### src/rtl/pipelined_barrel_shifter.sv
// Fully pipelined barrel shifter with a valid/ready handshake on both sides.
// One register stage per shift level, largest shift first, so a beat needs
// exactly SHW cycles to cross the pipe when the output is not stalled.
// A single advance enable moves every stage at once; when the consumer stalls
// with a result waiting, the whole pipe holds and the input is refused.
module pipelined_barrel_shifter #(
  parameter int WIDTH = 8,
  localparam int SHW = $clog2(WIDTH)
) (
  input  logic             clk,
  input  logic             rst,
  input  logic             in_valid,
  output logic             in_ready,
  input  logic [WIDTH-1:0] in_data,
  input  logic [SHW-1:0]   in_shamt,
  input  logic [1:0]       in_mode,
  output logic             out_valid,
  input  logic             out_ready,
  output logic [WIDTH-1:0] out_data,
  output logic [1:0]       out_mode
);

  localparam logic [1:0] MODE_LSR = 2'b00;  // logical right, zero fill
  localparam logic [1:0] MODE_ASR = 2'b01;  // arithmetic right, sign fill
  localparam logic [1:0] MODE_LSL = 2'b10;  // logical left, zero fill
  localparam logic [1:0] MODE_ROR = 2'b11;  // rotate right

  // Pipe advances whenever the output slot is empty or being drained.
  // Depends only on out_ready and a register, never on in_valid.
  logic adv;
  assign adv      = out_ready | ~out_valid;
  assign in_ready = adv;

  for (genvar gi = 0; gi < SHW; gi++) begin : g_stage
    // Shift weight of this level: MSB weight first (e.g. 4, 2, 1 for WIDTH=8).
    localparam int AMT = 1 << (SHW - 1 - gi);
    // Number of shift-amount bits still unconsumed when a beat enters here.
    localparam int RW  = SHW - gi;

    logic             v_in;
    logic [WIDTH-1:0] d_in;
    logic [1:0]       m_in;
    logic [RW-1:0]    s_in;

    logic [WIDTH-1:0] data_d;

    logic             valid_q;
    logic [WIDTH-1:0] data_q;
    logic [1:0]       mode_q;

    // Stage 0 takes the input port; later stages take their predecessor.
    if (gi == 0) begin : g_src
      assign v_in = in_valid;
      assign d_in = in_data;
      assign m_in = in_mode;
      assign s_in = in_shamt;
    end else begin : g_src
      assign v_in = g_stage[gi-1].valid_q;
      assign d_in = g_stage[gi-1].data_q;
      assign m_in = g_stage[gi-1].mode_q;
      assign s_in = g_stage[gi-1].g_rem.rem_q;
    end

    // Conditionally shift by this level's weight; the top remaining bit decides.
    // Arithmetic shifts read the sign from the current data MSB, which earlier
    // sign-filled shifts leave unchanged.
    always_comb begin
      data_d = d_in;
      if (s_in[RW-1]) begin
        case (m_in)
          MODE_LSR: data_d = d_in >> AMT;
          MODE_ASR: data_d = $signed(d_in) >>> AMT;
          MODE_LSL: data_d = d_in << AMT;
          MODE_ROR: data_d = (d_in >> AMT) | (d_in << (WIDTH - AMT));
          default:  data_d = d_in;
        endcase
      end
    end

    // Stage register: loads from the predecessor on advance, holds otherwise.
    // Bubbles travel through unchanged; reset clears everything.
    always_ff @(posedge clk) begin
      if (rst) begin
        valid_q <= 1'b0;
        data_q  <= '0;
        mode_q  <= '0;
      end else if (adv) begin
        valid_q <= v_in;
        data_q  <= data_d;
        mode_q  <= m_in;
      end
    end

    // The last stage has no shift bits left to pass on.
    if (gi < SHW - 1) begin : g_rem
      logic [RW-2:0] rem_q;

      // Carry the lower, not yet consumed shift-amount bits to the next level.
      always_ff @(posedge clk) begin
        if (rst) begin
          rem_q <= '0;
        end else if (adv) begin
          rem_q <= s_in[RW-2:0];
        end
      end
    end
  end

  // The final stage register is the output register.
  assign out_valid = g_stage[SHW-1].valid_q;
  assign out_data  = g_stage[SHW-1].data_q;
  assign out_mode  = g_stage[SHW-1].mode_q;

endmodule

### config.mk
export PLATFORM = sky130hd
export DESIGN_NAME = pipelined_barrel_shifter
export DESIGN_NICKNAME = d
export VERILOG_FILES = /design/src/rtl/pipelined_barrel_shifter.sv
export SDC_FILE = /design/constraint.sdc
export NUM_CORES = 1
export LEC_CHECK = 0
export ABC_AREA = 1
export BUFFER_PORTS_ARGS = -buffer_cell sky130_fd_sc_hd__buf_2
export CAP_MARGIN = 20
export CORE_ASPECT_RATIO = 1.4
export CORE_MARGIN = 5
export CORE_UTILIZATION = 50
export CTS_CLUSTER_DIAMETER = 50
export DETAILED_ROUTE_END_ITERATION = 16
export GPL_ROUTABILITY_DRIVEN = 0
export PLACE_DENSITY = 0.79
export REMOVE_ABC_BUFFERS = 1
export SKIP_CTS_REPAIR_TIMING = 1
export SYNTH_ARGS = -nofsm -noshare
export SYNTH_HDL_FRONTEND = slang
export SYNTH_SLANG_ARGS = --single-unit
### constraint.sdc
create_clock -name clk -period 1.8 [get_ports clk]
set_input_delay 0.36 -clock clk [delete_from_list [all_inputs] [get_ports clk]]
set_output_delay 0.36 -clock clk [all_outputs]
set_load 0.01 [all_outputs]
==> run metrics <==
Ports=29; Avg Cell Area, Syn=slightly below 7 um^2; nets=between 300 and 400; number of I/O port buffers=28; clk_lat worst skew=around 0.28 ns; TritonCTS clock tree=yes; via count=1678; Critical path origin=out_valid; Core Util, Final=roughly 58%; drt via density=between 5 and 6; die height=about 80 um; core footprint=about 3400 um^2; unrepaired setup endpoints after global routing=no; Sequential cell area=~700 um^2; multiplexer share of the synthesized area=0%; CTS Root Cell=clkbuf_8; Routed WL per cell=11.2 um; delay-heaviest family, CP=flip-flops; Post-Synth XOR/XNOR Area=0%; ant diodes=0; antenna violations before repair=0; post-synth top area share=between 30 and 40%; Critical R2R Launch=out_valid; R2R cell count=5; crit path launch type=flop; minimum hold slack=0.252 ns; Area Overhead vs Synth=10.7%; run status=finished, final reports clean; met3 global-route usage=under 10%; pins over their slew limit=0; GRT busiest layer=met2; Initial Util=a little over half; Hold Crit Class=in2reg; Post-synth EDFFs=0; worst clock skew=0.00576 ns; vias in the first global route=roughly 1.6k; Async SR Flop Fraction=0%; Post-Synth Adder-Cell Area=0%; CTS max path bufs=2; gr usage total=17.4%; largest net degree at the start of global routing=36; crit end category=primary output; # DRC=0; Max Clk Rate=roughly 700 MHz; Worst path slowest cell=dfxtp_1; design area=roughly 2000 um^2; Setup TNS=0 ns; Syn. warnings=0; Reg-to-Reg End=g_stage[1].data_q[6]; post-route ant nets=0; area post-placement=slightly below 2000 um^2; Final period util=approximately four fifths; worst endpoint required time=1.44 ns; multi-input combinational cell area=about 840 um^2; VDD IR-drop max=just over 0.0006 V; GR Util met2=between 30% and 40%; post-DP HPWL=roughly 2.6 mm; die extent in x=roughly 61 um; Non-Filler Instances=between 300 and 400; CTS Buf Count=5; Total Wirelength=3.66 mm; crit path buf inv count=1; Detailed Route Iter0 Violations=34; commonest cells in the netlist=45 x nand2_1, 43 x o21ai_0, 36 x dfxtp_1, 36 x inv_1, 31 x a21oi_1; Layout fillers=roughly 370; Max FO, Critical Path=33; clock transition at the registers of the reported paths=approximately 0.070 ns; synthesized instance count=between 200 and 300; crit-path cells=nand2_4, buf_2; Least-Margin Pin Slew=around 0.46 ns; top-count cell post-synth=nand2_1; # rows=25; synth unique cells=20; fin crit period=roughly 1.4 ns; Synth Area in Compound Gates=25.1%; Area contributors post-synth=dfxtp_1 40%, o21ai_0 12%, nand2_1 9.3%, a21oi_1 8.6%, inv_1 7.5%; die area=4930 um^2; Hold Vio Cnt, Final=0; share of cells above drive strength 1=between 10% and 20%; Pwr Total=between 1.5 and 2 mW; H-tree depth=2; Final WS setup=about 0.36 ns; cell accounting for the most synthesized area=dfxtp_1; # setup viols final=0; CP Class=reg2out; Mapped Area=approximately 1800 um^2; Setup WS pre-CTS=0.424 ns; largest family of logic cells by synthesized area=compound AO/OA/AOI/OAI gates; crit-path max cell delay=around 0.33 ns; power density cells=839 nW/um^2; Clock Sinks=36; synthesized flop and latch total=36; Simple-Gate Fraction of Synth Area=a little over a fifth; DR pass1 iterations=4; grt met1 use=~18%; Seq/Total Area, Yosys=39.9%; R2R Setup Slk=~0.59 ns; Worst Setup EP=in_ready; first-pass GRT wire length=6.65 mm; grt ovf=0; Crit path arrival time=about 1.1 ns; leakage=between 0.9 and 1 nW; Placed Cells=around 320; ys flop type=dfxtp_1; max_cap viols=0; WP depth=2; Slew Limit Headroom=69.1%
worst reg2reg max path: cells and delay by family (launching register included):
family	cells	cell delay, ns
AO/OA/AOI/OAI	2	0.17
buffers and inverters	2	0.35
flip-flops	1	0.33
AND/OR/NAND/NOR	1	0.26
cells by family (layout without fill, tap and decap cells):
family          Yosys count  after routing
compound gates           86             86
buf+inv                  54             79
flops                    36             36
simple gates             85             85
power by group:
group / internal (mW) / total (mW) / switching (mW)
Combinational: 0.0983 / 0.248 / 0.149
Clock: 0.263 / 0.529 / 0.267
Sequential: 0.853 / 0.900 / 0.0467
worst min-delay path by stage:
stage / startpoint / end / slack (ns) / cells past startpoint
floorplan: rst / out_valid / 0.43 / 1
global placement: g_stage[1].valid_q / g_stage[1].valid_q / 0.44 / 2
detailed placement: g_stage[1].valid_q / g_stage[1].valid_q / 0.45 / 2
CTS: rst / out_valid / 0.24 / 2
global route: rst / out_valid / 0.26 / 2
finish: rst / out_valid / 0.25 / 2
per-layer routing:
metal / vias to the layer above / part of all wire, %
met5: - / 0
met4: 0 / 1.3
met3: 4 / 5.1
met2: 33 / 54
met1: 746 / 40
li1: 895 / -
sequential cells by signal, indices dropped and copies added (netlist names):
name,flops
g_stage.data_q,16
out_data,8
g_stage.mode_q,4
g_stage.g_rem.rem_q,3
g_stage.valid_q,2
out_mode,2
out_valid,1
cell type report:
class / count / area share, %
inverters: 42 / 8.01
well taps: 40 / 2.50
multi-input cells: 171 / 41.8
flip-flops and latches: 36 / 36.0
repair buffers: 30 / 7.76
clock inverters: 1 / 0.250
clock buffers: 6 / 3.63
placed cells by master (no fill, tap or decap):
master     n
a21oi_1   31
a21oi_2    5
a31oi_1    3
buf_2     28
buf_4      2
clkbuf_1   1
clkbuf_8   5
clkinv_2   1
dfxtp_1   36
inv_1     36
inv_2      5
inv_4      1
nand2_1   45
nand2_4    3
nand3_1   23
nor2_1     9
nor2_2     1
o21ai_0   43
o21ai_1    4
or2_2      4
Note: power is estimated with default switching activity, not from simulation.
